===== config.mk =====
export PLATFORM = sky130hd
export DESIGN_NAME = handle_tracker
export DESIGN_NICKNAME = d
export VERILOG_FILES = /design/src/rtl/handle_tracker.sv
export SDC_FILE = /design/constraint.sdc
export NUM_CORES = 1
export LEC_CHECK = 0
export ABC_AREA = 1
export BUFFER_PORTS_ARGS = -buffer_cell sky130_fd_sc_hd__buf_2
export CAP_MARGIN = 20
export CORE_ASPECT_RATIO = 0.7
export CORE_MARGIN = 3
export CORE_UTILIZATION = 60
export DETAILED_ROUTE_END_ITERATION = 10
export GPL_ROUTABILITY_DRIVEN = 0
export HOLD_SLACK_MARGIN = 0.08
export PLACE_DENSITY = 0.78
export SYNTH_ARGS = -nofsm -noshare
export SYNTH_HDL_FRONTEND = slang
export SYNTH_SLANG_ARGS = --single-unit

===== constraint.sdc =====
create_clock -name clock -period 3.65 [get_ports clock]
set_input_delay 0.1825 -clock clock [delete_from_list [all_inputs] [get_ports clock]]
set_output_delay 0.1825 -clock clock [all_outputs]
set_load 0.05 [all_outputs]

===== src/rtl/handle_tracker.sv =====
// handle_tracker: per-frame centroid and pixel-count tracking of two colour markers,
// using a shared serial restoring divider with a fixed 121-cycle latency.
module handle_tracker #(
    parameter int MIN_PIXELS  = 16,
    parameter int LOST_FRAMES = 8
) (
    input  logic        clock,
    input  logic        reset_n,
    input  logic [10:0] hcount,
    input  logic [9:0]  vcount,
    input  logic        pix_valid,
    input  logic        top_match,
    input  logic        bottom_match,
    input  logic        frame_end,
    output logic [10:0] handle_top_x,
    output logic [9:0]  handle_top_y,
    output logic [10:0] handle_top_z,
    output logic [10:0] handle_bottom_x,
    output logic [9:0]  handle_bottom_y,
    output logic [10:0] handle_bottom_z,
    output logic        coords_valid,
    output logic        busy,
    output logic        tracking_lost
);
    localparam int MW = $clog2(LOST_FRAMES + 1);
    localparam logic [MW-1:0] LOST = MW'(LOST_FRAMES);
    localparam logic [19:0] MINP = 20'(MIN_PIXELS);

    typedef enum logic [1:0] {IDLE, DIV, UPDATE} state_t;
    state_t state, state_nx;

    logic [29:0] top_sx, bot_sx, snap_tsx, snap_bsx;
    logic [28:0] top_sy, bot_sy, snap_tsy, snap_bsy;
    logic [19:0] top_cnt, bot_cnt, snap_tc, snap_bc;
    logic [4:0]  bit_idx;
    logic [1:0]  slot;
    logic [29:0] dq, dividend, cur_dq, dq_nx;
    logic [19:0] rem, cur_rem, divisor, rem_nx;
    logic [20:0] shifted;
    logic [10:0] q_tx, q_bx, z_t, z_b;
    logic [9:0]  q_ty, q_by;
    logic [MW-1:0] top_miss, bot_miss, top_miss_nx, bot_miss_nx;
    logic top_found, bot_found, start, update, last_step, step_en, qbit;

    always_ff @(posedge clock or negedge reset_n)
        if (!reset_n)
            state <= IDLE;
        else
            state <= state_nx;

    always_comb
        state_nx = (state == IDLE) ? (frame_end ? DIV : IDLE) :
                   (state == DIV)  ? ((slot == 2'd3 && last_step) ? UPDATE : DIV) : IDLE;

    always_comb begin
        busy   = state != IDLE;
        update = state == UPDATE;
        start  = state == IDLE && frame_end;
    end

    // A frame_end always empties the accumulators; only an idle one snapshots them.
    always_ff @(posedge clock or negedge reset_n)
        if (!reset_n) begin
            top_sx  <= '0;
            top_sy  <= '0;
            top_cnt <= '0;
            bot_sx  <= '0;
            bot_sy  <= '0;
            bot_cnt <= '0;
        end else if (frame_end) begin
            top_sx  <= '0;
            top_sy  <= '0;
            top_cnt <= '0;
            bot_sx  <= '0;
            bot_sy  <= '0;
            bot_cnt <= '0;
        end else begin
            if (pix_valid && top_match) begin
                top_sx  <= top_sx + 30'(hcount);
                top_sy  <= top_sy + 29'(vcount);
                top_cnt <= top_cnt + 20'd1;
            end
            if (pix_valid && bottom_match) begin
                bot_sx  <= bot_sx + 30'(hcount);
                bot_sy  <= bot_sy + 29'(vcount);
                bot_cnt <= bot_cnt + 20'd1;
            end
        end

    always_ff @(posedge clock or negedge reset_n)
        if (!reset_n) begin
            snap_tsx <= '0;
            snap_tsy <= '0;
            snap_tc  <= '0;
            snap_bsx <= '0;
            snap_bsy <= '0;
            snap_bc  <= '0;
        end else if (start) begin
            snap_tsx <= top_sx;
            snap_tsy <= top_sy;
            snap_tc  <= top_cnt;
            snap_bsx <= bot_sx;
            snap_bsy <= bot_sy;
            snap_bc  <= bot_cnt;
        end

    always_comb begin
        top_found = snap_tc >= MINP;
        bot_found = snap_bc >= MINP;
        last_step = bit_idx == 5'd29;
        dividend  = (slot == 2'd0) ? snap_tsx : (slot == 2'd1) ? {1'b0, snap_tsy} :
                    (slot == 2'd2) ? snap_bsx : {1'b0, snap_bsy};
        divisor   = slot[1] ? snap_bc : snap_tc;
        step_en   = slot[1] ? bot_found : top_found;
        cur_dq    = (bit_idx == 5'd0) ? dividend : dq;
        cur_rem   = (bit_idx == 5'd0) ? 20'd0 : rem;
        shifted   = {cur_rem, cur_dq[29]};
        qbit      = shifted >= {1'b0, divisor};
        rem_nx    = qbit ? shifted[19:0] - divisor : shifted[19:0];
        dq_nx     = {cur_dq[28:0], qbit};
    end

    // Each 30-cycle slot yields one quotient; slots of a missed marker idle.
    always_ff @(posedge clock or negedge reset_n)
        if (!reset_n) begin
            bit_idx <= '0;
            slot    <= '0;
            dq      <= '0;
            rem     <= '0;
            q_tx    <= '0;
            q_ty    <= '0;
            q_bx    <= '0;
            q_by    <= '0;
        end else if (state == DIV) begin
            bit_idx <= last_step ? 5'd0 : bit_idx + 5'd1;
            if (last_step)
                slot <= slot + 2'd1;
            if (step_en) begin
                dq  <= dq_nx;
                rem <= rem_nx;
            end
            if (step_en && last_step) begin
                if (slot == 2'd0) q_tx <= dq_nx[10:0];
                if (slot == 2'd1) q_ty <= dq_nx[9:0];
                if (slot == 2'd2) q_bx <= dq_nx[10:0];
                if (slot == 2'd3) q_by <= dq_nx[9:0];
            end
        end

    always_comb begin
        z_t         = |snap_tc[19:11] ? 11'd2047 : snap_tc[10:0];
        z_b         = |snap_bc[19:11] ? 11'd2047 : snap_bc[10:0];
        top_miss_nx = top_found ? '0 : (top_miss == LOST) ? LOST : top_miss + 1'b1;
        bot_miss_nx = bot_found ? '0 : (bot_miss == LOST) ? LOST : bot_miss + 1'b1;
    end

    always_ff @(posedge clock or negedge reset_n)
        if (!reset_n) begin
            handle_top_x    <= '0;
            handle_top_y    <= '0;
            handle_top_z    <= '0;
            handle_bottom_x <= '0;
            handle_bottom_y <= '0;
            handle_bottom_z <= '0;
            top_miss        <= LOST;
            bot_miss        <= LOST;
            tracking_lost   <= 1'b1;
            coords_valid    <= 1'b0;
        end else begin
            coords_valid <= update;
            if (update) begin
                top_miss      <= top_miss_nx;
                bot_miss      <= bot_miss_nx;
                tracking_lost <= (top_miss_nx == LOST) || (bot_miss_nx == LOST);
                if (top_found) begin
                    handle_top_x <= q_tx;
                    handle_top_y <= q_ty;
                    handle_top_z <= z_t;
                end
                if (bot_found) begin
                    handle_bottom_x <= q_bx;
                    handle_bottom_y <= q_by;
                    handle_bottom_z <= z_b;
                end
            end
        end
endmodule


==> flow_metrics.tcl <==
set metrics [dict create \
    cp_slowest_stage_delay_ps 400 \
    flow.area_growth_from_synthesis_pct 10.9 \
    required_ps 4120 \
    finalWorstPathRequiredPeriod_ps 3390 \
    launching_point_of_the_worst_reg2reg_path "bit_idx[0]$_DFFE_PN0P_" \
    dr_total_vias 23100 \
    critical_path.reg2reg.endpoint "rem[7]$_DFFE_PN0P_" \
    cellLeakagePower_uw 0.0136 \
    routedWlPerCell_um 17.9 \
    clockRootBuffer "clkbuf_16" \
    hold_path_end "bot_sx[1]$_DFFE_PN0P_" \
    synth_nets 3398 \
    cts_made_buffers 47 \
    critPathMaxFanout 12 \
    grt.total_usage_pct 31.3 \
    route.antenna.remaining_nets 0 \
    cts-root-to-sink-buffers 3 \
    hold_slack_ps 126 \
    remaining_routing_drc_violations 0 \
    postSynth.asyncResetShare_pct 100 \
    worst_slack_ps 260 \
    most_frequent_cell_after_synthesis "nand2_1" \
    maxCapViolCount 0 \
    worstSkewPairLatency_ps 580 \
    cts.sinks 491 \
    finalCritPeriodShare_pct 92.9 \
    setup-tns-final_ps 0 \
    worst_clock_skew_ps 18.3 \
    worst_setup_path_start_kind "flip-flop" \
    ys_dominant_reg_cell "dfrtp_1" \
    cts_htree_levels 2 \
    number_of_iterations_in_the_first_detailed_routing_pass 9 \
    run_status "completed" \
    netlist-cell-type-count 46 \
    number_of_warnings_issued_by_yosys 0 \
    rsz0062_at_grt "false" \
    design.die.area_um2 45000 \
    crit_path_end_kind "flip-flop" \
    grt_first_pass_wirelength_um 113000 \
    post_synthesis_sequential_area_ratio_pct 48.2 \
    synthTopCellsByCount "918 x nand2_1, 488 x dfrtp_1, 394 x o21ai_0" \
    worst-r2r-cell-count 19 \
    fill_cells 3370 \
    post-synth-top-area-fraction_pct 47.9 \
    post_synth_instance_area_um2 25500 \
    achievable-frequency_mhz 295 \
    total_length_of_routed_wires_um 70200 \
    path_common_cell "nand2_1" \
    post-place-ws_ps 91.6 \
    dpl.cell_count 3835 \
    via_per_inst 5.88 \
    grt_antenna_before_repair 1 \
    power_density_nw_per_um2 409 \
    synth-edff-count 0 \
    timing.final.max_slew_violations 0 \
    ys_seq_elements 491 \
    reg2reg_setup_slack_ps 260 \
    ios 94 \
    netlist_top_cells_area "dfrtp_1 48%, nand2_1 14%, o21ai_0 7.7%" \
    syn_inst 3291 \
    peakVddDrop_mv 0.340 \
    floorplan.die.height_um 178 \
    place.port_buffers 93 \
    num_antenna_cells 0 \
    die_width_um 252 \
    yosys.area.top_type "dfrtp_1" \
    worstSetupPathType "reg -> reg" \
    drive_gt1_share_pct 7.39 \
    hpwlAfterDp_um 50000 \
    relSlewSlack_pct 30.6 \
    rows 62 \
    worstHoldPathType "in -> reg" \
    min_path_cells 4 \
    setup_viol 0 \
    final-hold-violation-count 0 \
    worst_ep_arrival_time_ps 3860 \
    avgSynthCellArea_um2 7.74 \
    layoutNonFillerInstCount 3927 \
    cp_cell_sequence "inv_1, ha_1, inv_1, nor2_1, nand2_1, clkinvlp_4, nor2_1, ha_1, nand2_1, nand3_2, nand2_1, nand2_1, nand2_1, nand2_1, nand2_2, buf_4, nand3_1, nand3_1, nand2_1" \
    drt-initial-drc-count 2832 \
    starting_density_pct 61.5 \
    grt_overflow_total 0 \
    final_core_utilization_pct 68.2 \
    clkTransAtPathRegs_ps 70 \
    pin_slew_with_the_least_headroom_to_its_limit_ps 1040 \
    grt_start_max_net_pins 100 \
    cts_tree "yes" \
    area_of_the_core_region_um2 41400 \
    crit_slowest_cell "dfrtp_1" \
    grt_pass1_vias 21500 \
    worst_hold_launch "hcount[1]" \
    final_nets 3452 \
]
## cells in the final DEF, fill, tap and decap left out, types with 6 or more instances in the layout
| cell | n |
|---|---|
| o211ai_1 | 23 |
| mux2_2 | 11 |
| inv_2 | 12 |
| nand2_1 | 917 |
| nor4_1 | 22 |
| nand4_1 | 32 |
| a211oi_1 | 7 |
| nor3_1 | 50 |
| clkbuf_8 | 9 |
| mux2i_1 | 11 |
| nor2_1 | 253 |
| clkbuf_16 | 48 |
| clkinv_2 | 6 |
| buf_2 | 92 |
| buf_4 | 25 |
| o22ai_1 | 18 |
| xor2_1 | 10 |
| a21oi_1 | 174 |
| a32oi_1 | 10 |
| ha_1 | 74 |
| xnor2_1 | 10 |
| o21ai_1 | 24 |
| inv_1 | 378 |
| buf_12 | 9 |
| clkbuf_1 | 12 |
| o21ai_0 | 393 |
| nand3_1 | 162 |
| o221ai_1 | 19 |
| or2_2 | 6 |
| bufinv_16 | 9 |
| dfrtp_1 | 488 |
## per-stage QoR
step,area [µm²],total power (µW)
floorplan,25500,5970
global placement,26500,6250
detailed placement,26500,6270
CTS,28200,11600
global route,28300,11900
finish,28300,11600
## cell families (layout without fill, tap and decap cells)
group	after synthesis	after routing	synth area share (%)
mux	22	22	0.918
xor+xnor	20	20	0.687
flops	491	491	48.2
fa+ha+maj	80	80	4.08
compound gates	693	693	14.6
buf+inv	517	609	7.79
simple gates	1468	1468	23.6
## how the worst max path moves through the flow
stage,cells past startpoint,from,slack [ps],to
floorplan,23,bit_idx[0]$_DFFE_PN0P_,770,rem[18]$_DFFE_PN0P_
global placement,20,bit_idx[0]$_DFFE_PN0P_,300,rem[18]$_DFFE_PN0P_
detailed placement,20,bit_idx[0]$_DFFE_PN0P_,90,rem[19]$_DFFE_PN0P_
CTS,20,bit_idx[0]$_DFFE_PN0P_,70,rem[19]$_DFFE_PN0P_
global route,20,bit_idx[0]$_DFFE_PN0P_,20,rem[2]$_DFFE_PN0P_
finish,19,bit_idx[0]$_DFFE_PN0P_,260,rem[7]$_DFFE_PN0P_
## power by group
part	internal (µW)	switching (µW)	total (µW)
clock	3250	2140	5380
sequential	5490	47.9	5540
combinational	181	468	650
## final cells by class
type | count | area (µm²) | share of cell area, %
Sequential cell | 491 | 12300 | 43.5
Multi-Input combinational cell | 2283 | 11200 | 39.7
Inverter | 391 | 1470 | 5.21
Clock buffer | 69 | 1370 | 4.85
Timing Repair Buffer | 131 | 883 | 3.13
Tap cell | 544 | 681 | 2.41
Clock inverter | 18 | 333 | 1.18
## worst max-delay path, delay by kind of cell, from the launching register on
family / cells / cell delay, ps
simple gates: 13 / 1650
flops: 1 / 400
buf+inv: 4 / 700
fa+ha+maj: 2 / 520
## state kept, by name, summed over array words and instances (netlist names), 29 cells and up
name and cells:
bot_sx 30, top_sx 30, snap_tsx 30, snap_bsy 29
bot_sy 29, snap_bsx 30, top_sy 29, snap_tsy 29
dq 30
## per-layer routing
metal	vias to the layer above	global-route usage, %	wire length, µm	share of wire, %
met3	171	5.82	7410	11
li1	10900	-	-	-
met1	10900	46.2	30700	44
met4	2	9.87	2040	2.9
met5	-	0	12	0.017
met2	1184	47.0	30100	43
## repair_timing
action | CTS | global route
hold buffers | 4 | 0
gates resized for setup | 0 | 4
endpoints found under the hold margin | 92 | 0
buffers inserted | 0 | 0
endpoints found under the setup margin | 0 | 24
Note: power is estimated with default switching activity, not from simulation.
